--- src/rtl/cs_seq_arbiter.sv ---
// Round-robin arbiter sharing one 8-way chip-select bus among 4 requesters.
// Each grant runs a fixed setup / access / recover sequence with registered outputs.
module cs_seq_arbiter #(
    parameter int unsigned NREQ    = 4,
    parameter int unsigned ACC_CYC = 3,
    parameter int unsigned CNT_W   = 4
) (
    input  logic                 clk,
    input  logic                 rst_n,
    input  logic                 en,
    input  logic [NREQ-1:0]      req,
    input  logic [3*NREQ-1:0]    dev,
    output logic [NREQ-1:0]      gnt,
    output logic [NREQ-1:0]      done,
    output logic [7:0]           cs_n,
    output logic                 busy
);

    localparam int unsigned IDX_W = 2;

    typedef enum logic [1:0] {
        StIdle,
        StSetup,
        StAccess,
        StRecover
    } state_e;

    state_e             state_q, state_d;
    logic [IDX_W-1:0]   ptr_q, ptr_d;
    logic [CNT_W-1:0]   cnt_q, cnt_d;
    logic [IDX_W-1:0]   owner_q, owner_d;
    logic [2:0]         dev_q, dev_d;
    logic [NREQ-1:0]    gnt_q, gnt_d;
    logic [NREQ-1:0]    done_q, done_d;
    logic [7:0]         cs_n_q, cs_n_d;
    logic               busy_q, busy_d;

    logic               win_valid;
    logic [IDX_W-1:0]   win_idx;
    logic [IDX_W-1:0]   cand;

    // First requester at or after the pointer, wrapping modulo 4.
    always_comb begin
        win_valid = 1'b0;
        win_idx   = '0;
        cand      = '0;
        for (int i = 0; i < NREQ; i++) begin
            cand = ptr_q + IDX_W'(i);
            if (!win_valid && req[cand]) begin
                win_valid = 1'b1;
                win_idx   = cand;
            end
        end
    end

    always_ff @(posedge clk or negedge rst_n) begin
        if (!rst_n) begin
            state_q <= StIdle;
            ptr_q   <= '0;
            cnt_q   <= '0;
            owner_q <= '0;
            dev_q   <= '0;
            gnt_q   <= '0;
            done_q  <= '0;
            cs_n_q  <= 8'hFF;
            busy_q  <= 1'b0;
        end else begin
            state_q <= state_d;
            ptr_q   <= ptr_d;
            cnt_q   <= cnt_d;
            owner_q <= owner_d;
            dev_q   <= dev_d;
            gnt_q   <= gnt_d;
            done_q  <= done_d;
            cs_n_q  <= cs_n_d;
            busy_q  <= busy_d;
        end
    end

    always_comb begin
        state_d = state_q;
        ptr_d   = ptr_q;
        cnt_d   = cnt_q;
        owner_d = owner_q;
        dev_d   = dev_q;
        unique case (state_q)
            StIdle: begin
                if (en && win_valid) begin
                    owner_d = win_idx;
                    dev_d   = dev[3*win_idx +: 3];
                    state_d = StSetup;
                end
            end
            StSetup: begin
                cnt_d   = CNT_W'(ACC_CYC - 1);
                state_d = StAccess;
            end
            StAccess: begin
                if (cnt_q == '0) begin
                    state_d = StRecover;
                end else begin
                    cnt_d = cnt_q - 1'b1;
                end
            end
            StRecover: begin
                ptr_d   = owner_q + 1'b1;
                state_d = StIdle;
            end
            default: state_d = StIdle;
        endcase
    end

    // Outputs are decoded from the next state so every output leaves a flop.
    always_comb begin
        gnt_d  = '0;
        done_d = '0;
        cs_n_d = 8'hFF;
        busy_d = (state_d != StIdle);
        if (state_d != StIdle) begin
            gnt_d[owner_d] = 1'b1;
        end
        if (state_d == StRecover) begin
            done_d[owner_d] = 1'b1;
        end
        if (state_d == StAccess) begin
            cs_n_d[dev_d] = 1'b0;
        end
    end

    assign gnt  = gnt_q;
    assign done = done_q;
    assign cs_n = cs_n_q;
    assign busy = busy_q;

endmodule
--- config.mk ---
export PLATFORM = sky130hd
export DESIGN_NAME = cs_seq_arbiter
export DESIGN_NICKNAME = d
export VERILOG_FILES = /design/src/rtl/cs_seq_arbiter.sv
export SDC_FILE = /design/constraint.sdc
export NUM_CORES = 1
export LEC_CHECK = 0
export ABC_AREA = 1
export BUFFER_PORTS_ARGS = -buffer_cell sky130_fd_sc_hd__buf_2
export CAP_MARGIN = 0
export CORE_AREA = 2 2 64 66
export CTS_CLUSTER_DIAMETER = 50
export DETAILED_ROUTE_END_ITERATION = 10
export DIE_AREA = 0 0 66 68
export HOLD_SLACK_MARGIN = 0.06
export PLACE_DENSITY = 0.76
export SLEW_MARGIN = 10
export SYNTH_ARGS = -nofsm -noshare
export SYNTH_HDL_FRONTEND = slang
export SYNTH_SLANG_ARGS = --single-unit
--- constraint.sdc ---
create_clock -name clk -period 1.7 [get_ports clk]
set_input_delay 0.085 -clock clk [delete_from_list [all_inputs] [get_ports clk]]
set_output_delay 0.085 -clock clk [all_outputs]
set_load 0.05 [all_outputs]
==> results.cfg, run 1 <==
[synth]
synth_warnings = 0
synth_common_cells = nand2_1 (72), inv_1 (30), dfrtp_1 (22), nor2_1 (17), nand3_1 (11)
synth.most_common_cell = nand2_1
synth.area.top_cells = dfrtp_1 (33%), nand2_1 (16%), dfstp_2 (13%), inv_1 (6.8%), ha_1 (5.3%)
ys.flop_type = dfrtp_1
syn_area_sq_mm = 0.00167
ys_seq_area_share_pct = 45.7
syn_inst = 212
syn_area_per_cell_sq_um = 7.86
yosys.cell_types.count = 25
ys_ff_latch = 30
synthesis.nets = 238
synth_top_area_cell = dfrtp_1
synth_edf_count = 0
synth_top_cell_area_share_pct = 33.1
async_reset_ff_share_pct = 100

[global_route]
grt_overflow_total = 0
grt_use_total_pct = 17.9
grt_first_pass_wirelength_microns = 6170
antenna_found_initial = 0
first_global_vias = 1509
grt_start_max_net_pins = 31

[cts]
htree_levels = 2
clkLatencyLatePin_ns = 0.28
cts_buffers = 5
cts.sinks = 30
root_buffer = clkbuf_8
cts_buffer_depth = 2
clk_pin_slew_ns = 0.06
cts_tree = done

[sta]
timing_hold_violations_final = 0
setup_violations = 23
relSlewSlack_pct = 58.6
final.period_utilization_pct = 120
rsz0062_at_grt = true
skew_ns = 0.00258
worst_slack_ns = -0.348
period_needed_ns = 2.05
tightest_slew_ns = 0.621
slew_violations = 0
tns_ns = -5.51
timing.fmax_ghz = 0.488

[layout]
nets = 307
layout-drive-gt1-share_pct = 48.9
fillCellCount = 333
diodes = 0
syn_to_final_growth_pct = 48.2

[floorplan]
start_util_pct = 43.2
core_region_area_sq_mm = 0.00386
die_h_microns = 68
die_area_sq_mm = 0.00449
io_pins = 36
rows = 23
die_w_microns = 66

[setup_path]
start_kind = flip-flop
path_cells = buf_6, nand2_4, nand2_4, nand2_2, nand2_2, nor2_4, nand3_4, buf_6, nand4_1, nand2_1, nand2_2, nand3_4, a21oi_4, nand2_1
worstSetupPathType = reg2reg
cp_max_fo = 6
crit_slowest_cell = dfrtp_2
critical_path.most_common_cell = nand2_2
endpoint_kind = flip-flop
timing.rr.end = cs_n[6]
required_ns = 1.90
rr_startpoint = ptr_q[0]
slowest_delay_ns = 0.48
r2r_slack_ns = -0.35
crit_arrival_ns = 2.25
r2r_cells = 14

[outcome]
failed_checks = negative setup slack
status = complete, but fails checks

[placement]
place_hpwl_microns = 2560
gp_congestion = 0.815
dpl_worst_slack_ns = -0.293
io_buffers = 35

[power]
power_mw = 5.73
ir_drop_v = 0.00113
power.density_mw_per_mm2 = 2320
leakagePower_nw = 1.29

[routing]
drc_errors = 0
wl_per_cell_microns = 12.3
ant_nets = 0
initialDrtViolationCount = 94
drt-pass1-iter-count = 4
routed_wl_microns = 4080
drt-vias-per-instance = 4.80
vias = 1592

[worst_hold_path]
hold_start = dev[0]
whs_endpoint = dev_q[0]
holdPathStages = 5
min_path_type = in2reg

[flow_run]
drv_cap = 0
-- cell usage in the layout (no fill, tap or decap), types with 2 or more instances in the layout --
cell type	netlist	layout
nand2_1	72	53
buf_2	0	35
inv_1	30	24
dfrtp_1	22	20
nand2_2	6	17
buf_4	0	17
nor2_1	17	13
inv_2	3	8
nand2_4	0	8
dfstp_2	8	8
buf_6	1	8
nand3_2	4	7
nand4_1	7	7
ha_1	7	7
nand3_4	2	6
o21ai_0	7	5
clkbuf_8	0	5
nand3_1	11	4
nor2_2	2	4
nor2_4	1	3
inv_4	1	2
o21ai_1	1	2
xnor2_1	2	2
clkbuf_1	0	2
dfrtp_2	0	2
-- layout make-up --
type                       count  area (sq um)  area share, %
clock inverter                 1          30.0           1.22
timing repair inverter         1          7.51          0.304
clock buffer                   7          76.3           3.09
sequential                    30           763           30.9
tap                           50          62.6           2.54
multi-input combinational    147           972           39.4
timing repair buffer          62           423           17.1
inverter                      34           133           5.38
-- how the worst max path moves through the flow --
stage	cells past startpoint	start	slack (ns)	to
5_1_grt	14	ptr_q[0]	-0.45	cs_n[6]
3_5_place_dp	15	ptr_q[0]	-0.29	cs_n[7]
6_report	14	ptr_q[0]	-0.35	cs_n[6]
2_1_floorplan	14	ptr_q[0]	-0.06	cs_n[0]
3_3_place_gp	15	ptr_q[0]	-0.26	cs_n[6]
4_1_cts	13	ptr_q[0]	-0.24	done[1]
-- metrics by stage --
step           cell area, sq um  utilization, %  instances  hold slack [ns]
2_1_floorplan              1680               -        212           -0.211
3_3_place_gp               2000            51.8        308            0.139
3_5_place_dp               2000            51.8        308            0.140
4_1_cts                    2320            60.1        326            0.173
5_1_grt                    2470            64.0        332            0.188
6_report                   2470            64.0        332            0.183
-- critical path: cells and delay by family, from the launching register on --
kind,cells,cell delay (ns)
compound gates,1,0.15
buf+inv,2,0.32
flops,1,0.48
simple gates,11,1.00
-- state kept, by name, indices dropped and copies added (netlist names) --
name	flops
busy	1
cnt_q	4
cs_n	8
dev_q	3
done	4
gnt	4
owner_q	2
ptr_q	2
state_q	2
-- routing by layer --
metal / vias to the layer above / part of all wire (%) / GRT usage (%)
li1: 807 / - / -
met1: 744 / 43 / 21.9
met2: 35 / 53 / 30.1
met3: 6 / 3.7 / 4.61
met4: 0 / 1.0 / 7.65
met5: - / 0 / 0
-- cells by family (layout without fill, tap and decap cells) --
logic type,count (synthesis),count (layout),share of synthesized area [%]
fa+ha+maj,7,7,5.26
simple gates,124,124,34.9
xor+xnor,2,2,1.05
compound gates,14,14,4.58
buf+inv,35,105,8.49
flops,30,30,45.7
-- what timing repair did --
item,in CTS,in global routing
hold buffers,1,0
endpoints found under the hold margin,22,0
pin swaps,21,16
resized for setup,41,25
buffers inserted,9,5
endpoints found under the setup margin,22,24
gates cloned,0,1
-- report_power, final --
part	internal (mW)	switching, mW	leakage, nW	total (mW)
combinational	1.45	2.40	0.878	3.85
clock	0.438	0.244	0.0524	0.682
sequential	1.03	0.176	0.357	1.21
(Power assumes the default switching activity.)
==> run 2: changes to the inputs <==
--- a/config.mk
+++ b/config.mk
@@ -13,7 +13,7 @@
 export DETAILED_ROUTE_END_ITERATION = 10
 export DIE_AREA = 0 0 66 68
 export HOLD_SLACK_MARGIN = 0.06
-export PLACE_DENSITY = 0.76
+export PLACE_DENSITY = 0.74
 export SLEW_MARGIN = 10
 export SYNTH_ARGS = -nofsm -noshare
 export SYNTH_HDL_FRONTEND = slang
==> constraint.sdc (replaced) <==
create_clock -name clk -period 2.4 [get_ports clk]
set_input_delay 0.12 -clock clk [delete_from_list [all_inputs] [get_ports clk]]
set_output_delay 0.12 -clock clk [all_outputs]
set_load 0.05 [all_outputs]
==> results.cfg, run 2 (synthesis results as in run 1) <==
[global_route]
first_global_vias = 1297
grt_start_max_net_pins = 31
grt_overflow_total = 0
grt_first_pass_wirelength_microns = 5180
antenna_found_initial = 0
grt_use_total_pct = 15.2

[placement]
dp_cells = 296
io_buffers = 35
gp_congestion = 0.780
place_hpwl_microns = 2510

[power]
power_mw = 3.16
power.density_mw_per_mm2 = 1560
leakagePower_nw = 1.11
ir_drop_v = 0.000716

[setup_path]
path_cells = inv_2, nand2_1, nand3_1, nand2_2, nor2_4, nand3_4, nand3_4, inv_4, o21ai_0, inv_1, nand2_1, nor2_1
crit_arrival_ns = 2.24
worstSetupPathType = reg2reg
slowest_delay_ns = 0.48
r2r_slack_ns = 0.30
endpoint_kind = flip-flop
crit_slowest_cell = dfrtp_2
required_ns = 2.55
start_kind = flip-flop
cp_max_fo = 11

[sta]
skew_ns = 0.00513
period_needed_ns = 2.10
timing_hold_violations_final = 0
final.period_utilization_pct = 87.4
tns_ns = 0
rsz0062_at_grt = false
timing.fmax_ghz = 0.477
slew_violations = 0
relSlewSlack_pct = 58.2
setup_violations = 0
tightest_slew_ns = 0.627

[layout]
fin_cells = 305
register_area_sq_um = 762
largest_reg_flops = 8
multiInputGateArea_sq_um = 763
fillCellCount = 384
mostFrequentLayoutCells = nand2_1 (72), buf_2 (35), inv_1 (30)
layout-drive-gt1-share_pct = 27.5
syn_to_final_growth_pct = 21.3
nets = 280
diodes = 0
layout_commonest_cell = nand2_1

[routing]
vias = 1403
initialDrtViolationCount = 124
drt-vias-per-instance = 4.60
wl_per_cell_microns = 10.3
drt-pass1-iter-count = 4
drc_errors = 0
ant_nets = 0
routed_wl_microns = 3160

[floorplan]
core_region_area_sq_mm = 0.00386
die_h_microns = 68
start_util_pct = 43.2
die_w_microns = 66
io_pins = 36
die_area_sq_mm = 0.00449
rows = 23

[cts]
clk_pin_slew_ns = 0.06
clkLatencyLatePin_ns = 0.27
root_buffer = clkbuf_8
cts_buffer_depth = 2
cts_tree = done
cts_buffers = 5
htree_levels = 2
cts.sinks = 30

[worst_hold_path]
min_path_type = in2reg

[flow_run]
drv_cap = 0

[outcome]
status = finished, final reports clean
run 2: cell count changes in the layout (fill, tap and decap cells not counted), sizes merged:
cell      delta
buf         -26
clkinvlp     -1
run 2: final timing paths:
path                            startpoint  endpoint  cells past startpoint
worst max register to register    ptr_q[0]    gnt[3]                     12
min in group asynchronous            rst_n  dev_q[1]                      2
worst max-delay path              ptr_q[0]    gnt[3]                     12
worst min register to register    cnt_q[3]  cnt_q[3]                      1
max in group asynchronous            rst_n  ptr_q[0]                      2
worst min-delay path                dev[0]  dev_q[0]                      5
run 2: final cells by class:
| type | instances | area share (%) |
|---|---|---|
| tap | 50 | 3.10 |
| inverter | 34 | 6.44 |
| sequential | 30 | 37.7 |
| multi-input combinational | 147 | 37.8 |
| clock inverter | 1 | 1.49 |
| timing repair buffer | 36 | 9.17 |
| clock buffer | 7 | 4.28 |
run 2: routing by layer:
metal,share of wire [%],GRT usage [%],up-vias,wire [microns]
met5,0,0,-,0
met4,0.54,5.36,0,17
met3,6.6,4.44,2,208
met2,46,26.1,37,1460
met1,47,18.4,619,1470
li1,-,-,745,-
run 2: repair_timing:
item	in CTS	in global routing
resized for setup	0	2
endpoints found under the hold margin	22	0
setup buffers	0	0
hold buffers	1	0
setup endpoints to repair	0	6
run 2: report_power, final:
part / switching, mW / internal [mW] / leakage [nW] / total, mW
combinational: 1.28 / 0.519 / 0.690 / 1.80
sequential: 0.118 / 0.728 / 0.359 / 0.847
clock: 0.170 / 0.338 / 0.0585 / 0.508
run 2: critical path, delay by kind of cell, from the launching register on:
family | cells | cell delay (ns)
flip-flops | 1 | 0.48
buffers and inverters | 3 | 0.32
AO/OA/AOI/OAI | 1 | 0.31
AND/OR/NAND/NOR | 8 | 0.86
run 2: through the flow:
| stage | util [%] | worst slack, ns | instance area [sq um] | hold WS (ns) |
|---|---|---|---|---|
| floorplan | - | 0.627 | 1670 | -0.176 |
| global placement | 49.1 | 0.289 | 1890 | 0.174 |
| detailed placement | 49.1 | 0.186 | 1890 | 0.175 |
| CTS | 52.3 | 0.186 | 2020 | 0.223 |
| global route | 52.4 | 0.108 | 2020 | 0.288 |
| finish | 52.4 | 0.303 | 2020 | 0.236 |
==> run 3: changes to the inputs <==
--- a/config.mk
+++ b/config.mk
@@ -13,7 +13,7 @@
 export DETAILED_ROUTE_END_ITERATION = 10
 export DIE_AREA = 0 0 66 68
 export HOLD_SLACK_MARGIN = 0.06
-export PLACE_DENSITY = 0.74
+export PLACE_DENSITY = 0.75
 export SLEW_MARGIN = 10
 export SYNTH_ARGS = -nofsm -noshare
 export SYNTH_HDL_FRONTEND = slang
==> results.cfg, run 3 (synthesis results as in run 1) <==
[outcome]
status = finished, final reports clean

[routing]
drt-vias-per-instance = 4.55
drc_errors = 0
wl_per_cell_microns = 10.6
initialDrtViolationCount = 67
routed_wl_microns = 3230
drt-pass1-iter-count = 4
ant_nets = 0
vias = 1389

[flow_run]
drv_cap = 0

[sta]
slew_violations = 0
skew_ns = 0.00509
final.period_utilization_pct = 86.6
timing.fmax_ghz = 0.481
timing_hold_violations_final = 0
rsz0062_at_grt = false
setup_violations = 0
tightest_slew_ns = 0.634
tns_ns = 0
period_needed_ns = 2.08
relSlewSlack_pct = 57.7

[layout]
fin_cells = 305
fillCellCount = 376
nets = 280
layout_commonest_cell = nand2_1
syn_to_final_growth_pct = 20.7
mostFrequentLayoutCells = nand2_1 (72), buf_2 (35), inv_1 (30)
finish.utilization_pct = 52.1
largest_reg_flops = 8
fin_area_sq_mm = 0.00201
layout-drive-gt1-share_pct = 27.1
diodes = 0

[global_route]
first_global_vias = 1310
grt_first_pass_wirelength_microns = 5270
antenna_found_initial = 0
grt_overflow_total = 0
grt_start_max_net_pins = 31
grt_use_total_pct = 15.4

[floorplan]
die_w_microns = 66
die_h_microns = 68
rows = 23
start_util_pct = 43.2
io_pins = 36
die_area_sq_mm = 0.00449
core_region_area_sq_mm = 0.00386

[cts]
root_buffer = clkbuf_8
cts_buffer_depth = 2
htree_levels = 2
cts_tree = done
clkLatencyLatePin_ns = 0.28
clk_pin_slew_ns = 0.06
cts.sinks = 30
cts_buffers = 5
cts_setup_buffers = 0

[setup_path]
start_kind = flip-flop
cp_max_fo = 11
required_ns = 2.60
crit_arrival_ns = 2.28
r2r_cells = 14
endpoint_kind = flip-flop
worstSetupPathType = reg2reg

[placement]
postPlaceCellArea_sq_mm = 0.00189
dp_cells = 296
place_hpwl_microns = 2470
io_buffers = 35
gp_congestion = 0.790

[power]
power.density_mw_per_mm2 = 1560
power_mw = 3.14
leakagePower_nw = 1.10
ir_drop_v = 0.000627

[worst_hold_path]
min_path_type = in2reg
holdPathStages = 5
==> run 3: worst paths after layout <==
path,from,endpoint,slack [ns]
min in group asynchronous,rst_n,dev_q[0],0.41
max in group asynchronous,rst_n,ptr_q[0],1.54
worst min-delay path,dev[0],dev_q[0],0.23
worst min register to register,cnt_q[3],cnt_q[3],0.49
worst max register to register,ptr_q[0],cs_n[7],0.32
worst max-delay path,ptr_q[0],cs_n[7],0.32
==> run 3: cell type report <==
cell class,instances,area [sq um],area share [%]
clock buffers,7,76.3,3.80
clock inverters,1,30.0,1.49
inverters,34,130,6.48
multi-input cells,147,763,38.0
flip-flops and latches,30,762,37.9
well taps,50,62.6,3.11
repair buffers,36,185,9.22
==> run 3: stage by stage <==
step	setup WS [ns]	hold WS, ns
after floorplan	0.627	-0.176
after global placement	0.244	0.175
after detailed placement	0.163	0.178
after CTS	0.162	0.215
after global routing	0.0477	0.234
final	0.321	0.230
==> run 3: what timing repair did <==
action                                 4_1_cts  5_1_grt
endpoints found under the hold margin       22        0
setup endpoints to repair                    0       11
resized for setup                            0        3
hold buffers                                 1        0
==> run 3: power breakdown <==
group          internal, mW  total, mW  switching [mW]  leakage, nW
Sequential            0.728      0.844           0.116        0.359
Combinational         0.521       1.81            1.29        0.690
Clock                 0.310      0.487           0.177       0.0524
Total                  1.56       3.14            1.58         1.10
==> run 3: worst max-delay path, cell delays in order (launching register included) <==
cell	delay, ns
dfrtp_2	0.48
inv_2	0.16
nand2_1	0.10
nand3_1	0.11
nand2_2	0.09
nor2_4	0.16
nand3_4	0.14
nand3_4	0.12
inv_4	0.05
nand2_1	0.08
inv_1	0.06
nand2_1	0.07
nand3_2	0.11
a21oi_1	0.19
nand2_1	0.08
==> run 3: routing by layer <==
metal | global-route usage, % | wire, microns | up-vias
met3 | 3.45 | 137 | 5
met2 | 26.8 | 1470 | 27
met4 | 5.36 | 54 | 0
met5 | 0 | 0 | -
met1 | 18.9 | 1570 | 611
li1 | - | - | 746
